`src/rtl/shift_pkg.sv`:
```
// Shared definitions for the bit-serial shift unit: operation and state
// encodings, widths, and the per-bit index/fill computation.
package shift_pkg;

    localparam int DATA_W  = 32;
    localparam int SHAMT_W = 5;

    typedef enum logic [1:0] {
        OP_SLL = 2'b00,
        OP_SRL = 2'b01,
        OP_ROR = 2'b10,
        OP_SRA = 2'b11
    } op_t;

    typedef enum logic [1:0] {
        S_IDLE = 2'b00,
        S_BUSY = 2'b01,
        S_DONE = 2'b10
    } state_t;

    // Mux control for one result bit: which source bit to pick, and whether
    // the picked bit is replaced by a fill value.
    typedef struct packed {
        logic [SHAMT_W-1:0] sel;
        logic               fill_en;
        logic               fill_val;
    } mux_ctl_t;

    // Index arithmetic is done on 6 bits so that bit 5 flags underflow for
    // left shifts and overflow past bit 31 for right shifts. The mux select
    // is always the low 5 bits; out-of-range positions become fill bits.
    function automatic mux_ctl_t mux_ctl(
        input op_t                op,
        input logic [SHAMT_W-1:0] idx,
        input logic [SHAMT_W-1:0] amt,
        input logic               msb
    );
        mux_ctl_t   ctl;
        logic [5:0] diff;
        logic [5:0] sum;
        diff         = {1'b0, idx} - {1'b0, amt};
        sum          = {1'b0, idx} + {1'b0, amt};
        ctl.sel      = sum[4:0];
        ctl.fill_en  = 1'b0;
        ctl.fill_val = 1'b0;
        case (op)
            OP_SLL: begin
                ctl.sel     = diff[4:0];
                ctl.fill_en = diff[5];
            end
            OP_SRL: begin
                ctl.fill_en = sum[5];
            end
            OP_SRA: begin
                ctl.fill_en  = sum[5];
                ctl.fill_val = msb;
            end
            OP_ROR: begin
                ctl.fill_en = 1'b0;
            end
            default: begin
                ctl.fill_en = 1'b0;
            end
        endcase
        return ctl;
    endfunction

endpackage

```
`src/rtl/mux32_1.sv`:
```
// 32-to-1 single-bit multiplexer; picks source[select].
module mux32_1 (
    input  logic [31:0] source,
    input  logic [4:0]  select,
    output logic        result
);

    assign result = source[select];

endmodule

```
`src/rtl/serial_shifter.sv`:
```
// Bit-serial 32-bit shifter (sll/srl/sra/ror). One result bit per clock is
// produced through a single mux32_1 plus a fill override.
//
// state  | meaning
// -------+-------------------------------------------------------------
// S_IDLE | waiting for start; result holds the last completed value
// S_BUSY | writing result[cnt] each edge, cnt 0..31
// S_DONE | one-cycle done pulse; a start here is accepted back-to-back
module serial_shifter
    import shift_pkg::*;
(
    input  logic                clk,
    input  logic                rst,
    input  logic                start,
    input  logic [1:0]          op,
    input  logic [DATA_W-1:0]   src,
    input  logic [SHAMT_W-1:0]  shamt,
    output logic                busy,
    output logic                done,
    output logic [DATA_W-1:0]   result
);

    state_t              state;
    state_t              state_nxt;
    logic                accept;
    logic                last_bit;

    op_t                 op_q;
    logic [DATA_W-1:0]   src_q;
    logic [SHAMT_W-1:0]  shamt_q;
    logic [SHAMT_W-1:0]  cnt;

    mux_ctl_t            ctl;
    logic                mux_bit;
    logic                bit_val;

    // State register.
    always_ff @(posedge clk or posedge rst) begin
        if (rst) begin
            state <= S_IDLE;
        end else begin
            state <= state_nxt;
        end
    end

    // Next-state logic and handshake outputs. Accepting from S_DONE gives
    // the 33-cycle minimum issue interval when start is held high.
    always_comb begin
        state_nxt = state;
        accept    = 1'b0;
        last_bit  = 1'b0;
        busy      = 1'b0;
        done      = 1'b0;
        case (state)
            S_IDLE: begin
                if (start) begin
                    accept    = 1'b1;
                    state_nxt = S_BUSY;
                end
            end
            S_BUSY: begin
                busy = 1'b1;
                if (cnt == SHAMT_W'(DATA_W - 1)) begin
                    last_bit  = 1'b1;
                    state_nxt = S_DONE;
                end
            end
            S_DONE: begin
                busy = 1'b1;
                done = 1'b1;
                if (start) begin
                    accept    = 1'b1;
                    state_nxt = S_BUSY;
                end else begin
                    state_nxt = S_IDLE;
                end
            end
            default: begin
                state_nxt = S_IDLE;
            end
        endcase
    end

    // Per-bit mux control from the latched operands and the bit counter.
    always_comb begin
        ctl     = mux_ctl(op_q, cnt, shamt_q, src_q[DATA_W-1]);
        bit_val = ctl.fill_en ? ctl.fill_val : mux_bit;
    end

    mux32_1 u_mux (
        .source (src_q),
        .select (ctl.sel),
        .result (mux_bit)
    );

    // Operand latch, bit counter and result accumulation.
    always_ff @(posedge clk or posedge rst) begin
        if (rst) begin
            op_q    <= OP_SLL;
            src_q   <= '0;
            shamt_q <= '0;
            cnt     <= '0;
            result  <= '0;
        end else if (accept) begin
            op_q    <= op_t'(op);
            src_q   <= src;
            shamt_q <= shamt;
            cnt     <= '0;
            result  <= '0;
        end else if (state == S_BUSY) begin
            result[cnt] <= bit_val;
            if (!last_bit) begin
                cnt <= cnt + SHAMT_W'(1);
            end else begin
                cnt <= '0;
            end
        end
    end

endmodule

```
`config.mk`:
```
export PLATFORM = sky130hd
export DESIGN_NAME = serial_shifter
export DESIGN_NICKNAME = d
export VERILOG_FILES = /design/src/rtl/shift_pkg.sv /design/src/rtl/mux32_1.sv /design/src/rtl/serial_shifter.sv
export SDC_FILE = /design/constraint.sdc
export NUM_CORES = 1
export LEC_CHECK = 0
export ABC_CLOCK_PERIOD_IN_PS = 3900
export CORE_UTILIZATION = 25
export CTS_CLUSTER_DIAMETER = 200
export DETAILED_ROUTE_END_ITERATION = 12
export GPL_TIMING_DRIVEN = 0
export PLACE_DENSITY = 0.42
export SLEW_MARGIN = 20
export SYNTH_ARGS = -nofsm -noshare
export SYNTH_HDL_FRONTEND = slang
export SYNTH_SLANG_ARGS = --single-unit
```
`constraint.sdc`:
```
create_clock -name clk -period 3.9 [get_ports clk]
set_clock_uncertainty 0.15 [all_clocks]
set_input_delay 0.78 -clock clk [delete_from_list [all_inputs] [get_ports clk]]
set_output_delay 0.78 -clock clk [all_outputs]
set_load 0.005 [all_outputs]
```
==> results.ini, run 1 <==
[setup_path]
cp-end-kind = register
start_kind = register
r2r_end = result[20]
rr_worst_depth = 11
critPathKind = reg -> reg
critPathTopFamily = multiplexers
path_common_cell = mux2i_1
cp.buffers_inverters = 3
slowest_delay_ns = 0.47
worstPathMaxFanout = 10
r2r-start = cnt[0]
worst-path-stages = 11
cp.required_ns = 3.99
cp_data_arrival_time_ns = 3.73
crit_start = cnt[0]
critPathSlowestCell = mux4_2
crit_chain = inv_1 > ha_1 > fa_1 > mux2i_4 > buf_6 > mux2i_1 > mux4_2 > mux2i_1 > o211ai_2 > buf_4 > o41ai_2
endpoint = result[20]
rrSetupSlack_ns = 0.26

[detailed_routing]
first_iter_violations = 251
antenna_left = 0
vias_per_cell = 4.96
drtPass1Iterations = 9
drt-total-wl_mm = 13.7
avgRoutedWirePerCell_um = 17.5
drc = 2
vias = 3895

[timing]
grt_setup_unrepaired = false
setup_viol = 0
worstMarginPinSlew_ns = 0.804
hold_viol = 0
max_freq_mhz = 275
min_period_over_period_pct = 93.3
tns_ns = 0
layout_min_cycle_time_ns = 3.64
drv_slew = 0
relSlewSlack_pct = 46.4

[die]
initial_core_util_pct = 25.8
die_width_um = 139
num_rows = 49
dieArea_mm2 = 0.0193
coreArea_mm2 = 0.0181
pin_count = 76
die_height_um = 139

[logic_synthesis]
synth_cells = 465
syn-num-nets = 529
synth_xor_area_share_pct = 0.534
synthArstFlopShare_pct = 100
synth_edf_count = 0
yosys.area_share.simple_pct = 14.1
yosysWarnings = 0
ys_seq_area_share_pct = 41.7
synthTopCellsByCount = nand2_1, dfrtp_1, o211ai_1
synth_cell_types = 48
synth_fa_ha_area_share_pct = 6.20
muxShareOfSynthArea_pct = 5.64
synth_compound_area_share_pct = 26.8
yosys-top-cells-area = dfrtp_1, o41ai_2, nand2_1, o31a_1, ha_1
synth_area_per_cell_um2 = 10.1
synth_largest_area_cell = dfrtp_1
ys.flop_type = dfrtp_1
synth_area_mm2 = 0.00468
ys_seq_elements = 78
synth.most_common_cell = nand2_1
synth_top_family_by_area = compound AO/OA/AOI/OAI gates
synth_top_area_share_pct = 41.7

[place]
port_buffers = 75
dp_cells = 770
hpwl_mm = 9.87
gp_congestion = 0.762

[run_status]
violations = DRC
status = finished, violations left

[global_routing]
grt_usage_pct = 14.9
grt_overflow = 0
first_global_vias = 3888
grt_max_degree = 42
antenna_found_initial = 0
grt_pass1_wl_mm = 22.0

[power]
p_leak_nw = 2.69
irDropWorstVdd_v = 0.000329
p_total_mw = 4.43
power_density_mw_per_mm2 = 729

[clocking]
path_clk_slew_ns = 0.07
cts_tree = done
hold_buffers = 0
clock-root-buffer = clkbuf_16
htree_levels = 3
cts_made_buffers = 9
clock_path_buffers = 2
clock_sinks = 78
worstSkewPairLatency_ns = 0.35

[cells_and_area]
fin_util_pct = 33.5
instances_no_fill = 786
fillerInstances = 1879
area_growth_pct = 29.7
regArea_mm2 = 0.00195
multi_input_area_mm2 = 0.00250
antenna_cells = 0
drive_gt1_share_pct = 12.2
nNetsFinal = 616

[flow_run]
cap_violations = 0

[hold_path]
min-delay-start = src_q[18]
hp-class = reg -> reg

-- worst min-delay path by stage --
| stage | endpoint | slack, ns | depth (start not counted) |
|---|---|---|---|
| after detailed placement | src_q[25] | 0.31 | 2 |
| after CTS | src_q[25] | 0.33 | 2 |
| after global placement | src_q[0] | 0.31 | 2 |
| after global routing | src_q[25] | 0.35 | 2 |
| after floorplan | src_q[26] | 0.29 | 2 |
| final | src_q[18] | 0.32 | 2 |
-- metal layers --
layer	wire length (µm)	share of wire [%]	global-route usage [%]	up-vias
li1	-	-	-	1873
met1	6570	48	20.1	1898
met2	6330	46	23.3	109
met3	569	4.1	2.62	15
met4	250	1.8	6.61	0
met5	0	0	0	-
-- flip-flops by register name, indices dropped and copies added, names as in the netlist --
name and flops:
result 32, cnt 5, src_q 32, shamt_q 5
op_q 2, state 2
-- power by group --
part           internal (mW)  switching (mW)
clock network          0.512           0.391
registers               1.02           0.140
logic                  0.876            1.48
total                   2.41            2.02
-- layout by cell type (no fill, tap or decap), types with 7 or more instances in the layout --
master             n
clkbuf_1          32
nor2_1            12
ha_1              20
clkdlybuf4s50_1   75
mux2i_1           14
o41ai_2           30
dfrtp_1           78
o211ai_1          33
nor2b_1            8
nand2_1          118
clkbuf_16          9
o21ai_0           12
o31a_1            32
inv_1             13
a21oi_1            7
-- area by class of cell --
cell class                      instances  area share [%]
Inverter                               14           0.906
Timing Repair Buffer                   76            12.8
Buffer                                 42            3.09
Tap cell                              229            4.72
Multi-Input combinational cell        331            41.2
Clock inverter                          7            1.44
Clock buffer                            9            3.71
Sequential cell                        78            32.1
-- worst register-to-register path, cell delays in order, from the launching register on --
cell and delay (ns):
dfrtp_1 0.43, inv_1 0.19, ha_1 0.20, fa_1 0.45
mux2i_4 0.32, buf_6 0.22, mux2i_1 0.09, mux4_2 0.47
mux2i_1 0.21, o211ai_2 0.22, buf_4 0.28, o41ai_2 0.30
-- stage by stage --
stage | hold WS (ns) | cell area (µm²) | setup slack [ns]
CTS | 0.329 | 6060 | 0.144
global route | 0.349 | 6070 | 0.0252
finish | 0.323 | 6070 | 0.261
detailed placement | 0.312 | 5750 | 0.173
global placement | 0.308 | 5720 | -0.605
floorplan | 0.290 | 4680 | 0.756
-- cells by family (layout without fill, tap and decap cells) --
| group | Yosys count | in the layout |
|---|---|---|
| DFF | 78 | 78 |
| adders and majority gates | 22 | 22 |
| and+or+nand+nor | 156 | 156 |
| muxes | 20 | 20 |
| xor gates and xnor gates | 2 | 2 |
| AOI/OAI and AO/OA | 131 | 131 |
| buffers and inverters | 56 | 148 |
-- timing repair --
action,4_1_cts,5_1_grt
setup buffers,0,0
setup endpoints to repair,0,24
gates resized for setup,0,1
Note: power is estimated with default switching activity, not from simulation.
==> run 2, diff against run 1 <==
--- a/config.mk
+++ b/config.mk
@@ -6,10 +6,12 @@
 export NUM_CORES = 1
 export LEC_CHECK = 0
 export ABC_CLOCK_PERIOD_IN_PS = 3900
+export CAP_MARGIN = 30
 export CORE_UTILIZATION = 25
 export CTS_CLUSTER_DIAMETER = 200
 export DETAILED_ROUTE_END_ITERATION = 12
 export GPL_TIMING_DRIVEN = 0
+export MAX_ROUTING_LAYER = met4
 export PLACE_DENSITY = 0.42
 export SLEW_MARGIN = 20
 export SYNTH_ARGS = -nofsm -noshare
==> results.ini, run 2 (synthesis gave the netlist of run 1 again) <==
[timing]
min_period_over_period_pct = 93.7  ; was 93.3%
relSlewSlack_pct = 45.9  ; was 46.4%
timing.final.ws_setup_ns = 0.247  ; was 0.261 ns
setup_viol = 0  ; unchanged
hold_viol = 0  ; unchanged
max_freq_mhz = 274  ; was 275 MHz
layout_min_cycle_time_ns = 3.65  ; was 3.64 ns
worstMarginPinSlew_ns = 0.811  ; was 0.804 ns
tns_ns = 0  ; unchanged
grt_setup_unrepaired = false  ; unchanged
drv_slew = 0  ; unchanged

[place]
hpwl_mm = 9.87  ; unchanged
port_buffers = 75  ; unchanged
gp_congestion = 0.772  ; was 0.762
pre_cts_slack_ns = 0.173  ; unchanged

[hold_path]
min-delay-start = src_q[18]  ; unchanged
min_to = src_q[18]  ; unchanged
hp-class = reg -> reg  ; unchanged
min_path_cells = 2  ; unchanged

[power]
irDropWorstVdd_v = 0.000329  ; about the same
power_density_mw_per_mm2 = 728  ; was 729 mW/mm²
power.switching_mw = 2.01  ; was 2.02 mW
pwr-share-comb_pct = 53.3  ; about the same
internal-power_mw = 2.41  ; about the same
p_sw_share_pct = 45.5  ; about the same
clock_power_share_pct = 20.4  ; about the same
p_leak_nw = 2.69  ; unchanged
seq_power_share_pct = 26.3  ; about the same

[detailed_routing]
drtPass1Iterations = 9  ; unchanged
drc = 2  ; unchanged
drt-total-wl_mm = 13.7  ; about the same
avgRoutedWirePerCell_um = 17.5  ; about the same
antenna_left = 0  ; unchanged
vias = 3855  ; was 3895
first_iter_violations = 250  ; was 251
vias_per_cell = 4.90  ; was 4.96

[setup_path]
rr_worst_depth = 11  ; unchanged
critPathKind = reg -> reg  ; unchanged
r2r_end = result[20]  ; unchanged
cp-end-kind = register  ; unchanged
cp_data_arrival_time_ns = 3.74  ; was 3.73 ns
rrSetupSlack_ns = 0.25  ; was 0.26 ns
start_kind = register  ; unchanged
cp.required_ns = 3.99  ; about the same
r2r-start = cnt[0]  ; unchanged
worstPathMaxFanout = 10  ; unchanged

[die]
num_rows = 49  ; unchanged
die_width_um = 139  ; unchanged
pin_count = 76  ; unchanged
coreArea_mm2 = 0.0181  ; unchanged
die_height_um = 139  ; unchanged
dieArea_mm2 = 0.0193  ; unchanged
initial_core_util_pct = 25.8  ; unchanged

[global_routing]
antenna_found_initial = 0  ; unchanged
grt_overflow = 0  ; unchanged
first_global_vias = 3874  ; was 3888
grt_usage_pct = 15.3  ; was 14.9%
grt_pass1_wl_mm = 22.0  ; about the same
grt_max_degree = 42  ; unchanged

[clocking]
hold_buffers = 0  ; unchanged
path_clk_slew_ns = 0.07  ; about the same
htree_levels = 3  ; unchanged
clock_sinks = 78  ; unchanged
clock_path_buffers = 2  ; unchanged
clock-root-buffer = clkbuf_16  ; unchanged
cts_tree = done  ; unchanged
cts_made_buffers = 9  ; unchanged
worstSkewPairLatency_ns = 0.35  ; about the same

[cells_and_area]
antenna_cells = 0  ; unchanged
multi_input_area_mm2 = 0.00250  ; unchanged
area_growth_pct = 29.7  ; unchanged
final_common_cell = nand2_1  ; unchanged
drive_gt1_share_pct = 12.2  ; unchanged
nNetsFinal = 616  ; unchanged
reg_top3 = result (32), src_q (32)  ; unchanged
regArea_mm2 = 0.00195  ; unchanged
fillerInstances = 1879  ; unchanged
final_cell_mix = nand2_1, dfrtp_1, clkdlybuf4s50_1  ; unchanged

[run_status]
violations = DRC  ; unchanged
status = finished, violations left  ; unchanged

[flow_run]
cap_violations = 0  ; unchanged

run 2: cell counts in the layout (fill, tap and decap cells not counted):
No cell type changed its count.
run 2: power groups by stage:
stage | logic (mW) | registers, mW | clock network (mW)
global route | 2.59 | 1.19 | 0.963
detailed placement | 2.34 | 1.18 | 0
CTS | 2.35 | 1.16 | 0.932
global placement | 2.31 | 1.18 | 0
finish | 2.36 | 1.16 | 0.900
floorplan | 1.73 | 1.14 | 0
run 2: critical path: stages, from the launching register on:
cell and delay (ns):
dfrtp_1 0.43, inv_1 0.19, ha_1 0.21, fa_1 0.45
mux2i_4 0.32, buf_6 0.22, mux2i_1 0.09, mux4_2 0.47
mux2i_1 0.21, o211ai_2 0.22, buf_4 0.28, o41ai_2 0.30
run 2: worst max-delay path by stage:
stage	from	end	slack [ns]	cells after the start
floorplan	cnt[0]	result[0]	0.76	11
global placement	rst	shamt_q[4]	-0.60	2
detailed placement	cnt[1]	result[22]	0.17	10
CTS	cnt[1]	result[20]	0.14	10
global route	cnt[0]	result[20]	0.03	11
finish	cnt[0]	result[20]	0.25	11
run 2: area by class of cell:
type	instances	share of cell area (%)
well taps	229	4.72
clock buffers	9	3.71
multi-input cells	331	41.2
inverters	14	0.906
repair buffers	76	12.8
plain buffers	42	3.09
clock inverters	7	1.44
flip-flops and latches	78	32.1
run 2: timing repair:
item | in CTS | in global routing
resized for setup | 0 | 1
setup endpoints to repair | 0 | 24
setup buffers | 0 | 0
run 2: layer usage:
metal / track usage (%) / wire [µm] / vias up
li1: - / - / 1868
met1: 20.0 / 6650 / 1888
met2: 23.3 / 6370 / 84
met3: 2.62 / 454 / 15
met4: 6.61 / 255 / 0
met5: - / 0 / -
run 2: per-stage QoR:
stage	cells	hold WS [ns]	utilization, %	total power, mW	cell area (µm²)
after floorplan	465	0.290	-	2.87	4680
after global placement	769	0.308	31.5	3.48	5720
after detailed placement	770	0.312	31.7	3.52	5750
after CTS	786	0.329	33.4	4.45	6060
after global routing	786	0.349	33.5	4.74	6070
final	786	0.323	33.5	4.42	6070
==> run 3, diff against run 2 <==
--- a/config.mk
+++ b/config.mk
@@ -13,7 +13,6 @@
 export GPL_TIMING_DRIVEN = 0
 export MAX_ROUTING_LAYER = met4
 export PLACE_DENSITY = 0.42
-export SLEW_MARGIN = 20
 export SYNTH_ARGS = -nofsm -noshare
 export SYNTH_HDL_FRONTEND = slang
 export SYNTH_SLANG_ARGS = --single-unit
==> results of run 3 <==
Same layout as run 2: the final DEF is identical, and so are final timing and power.
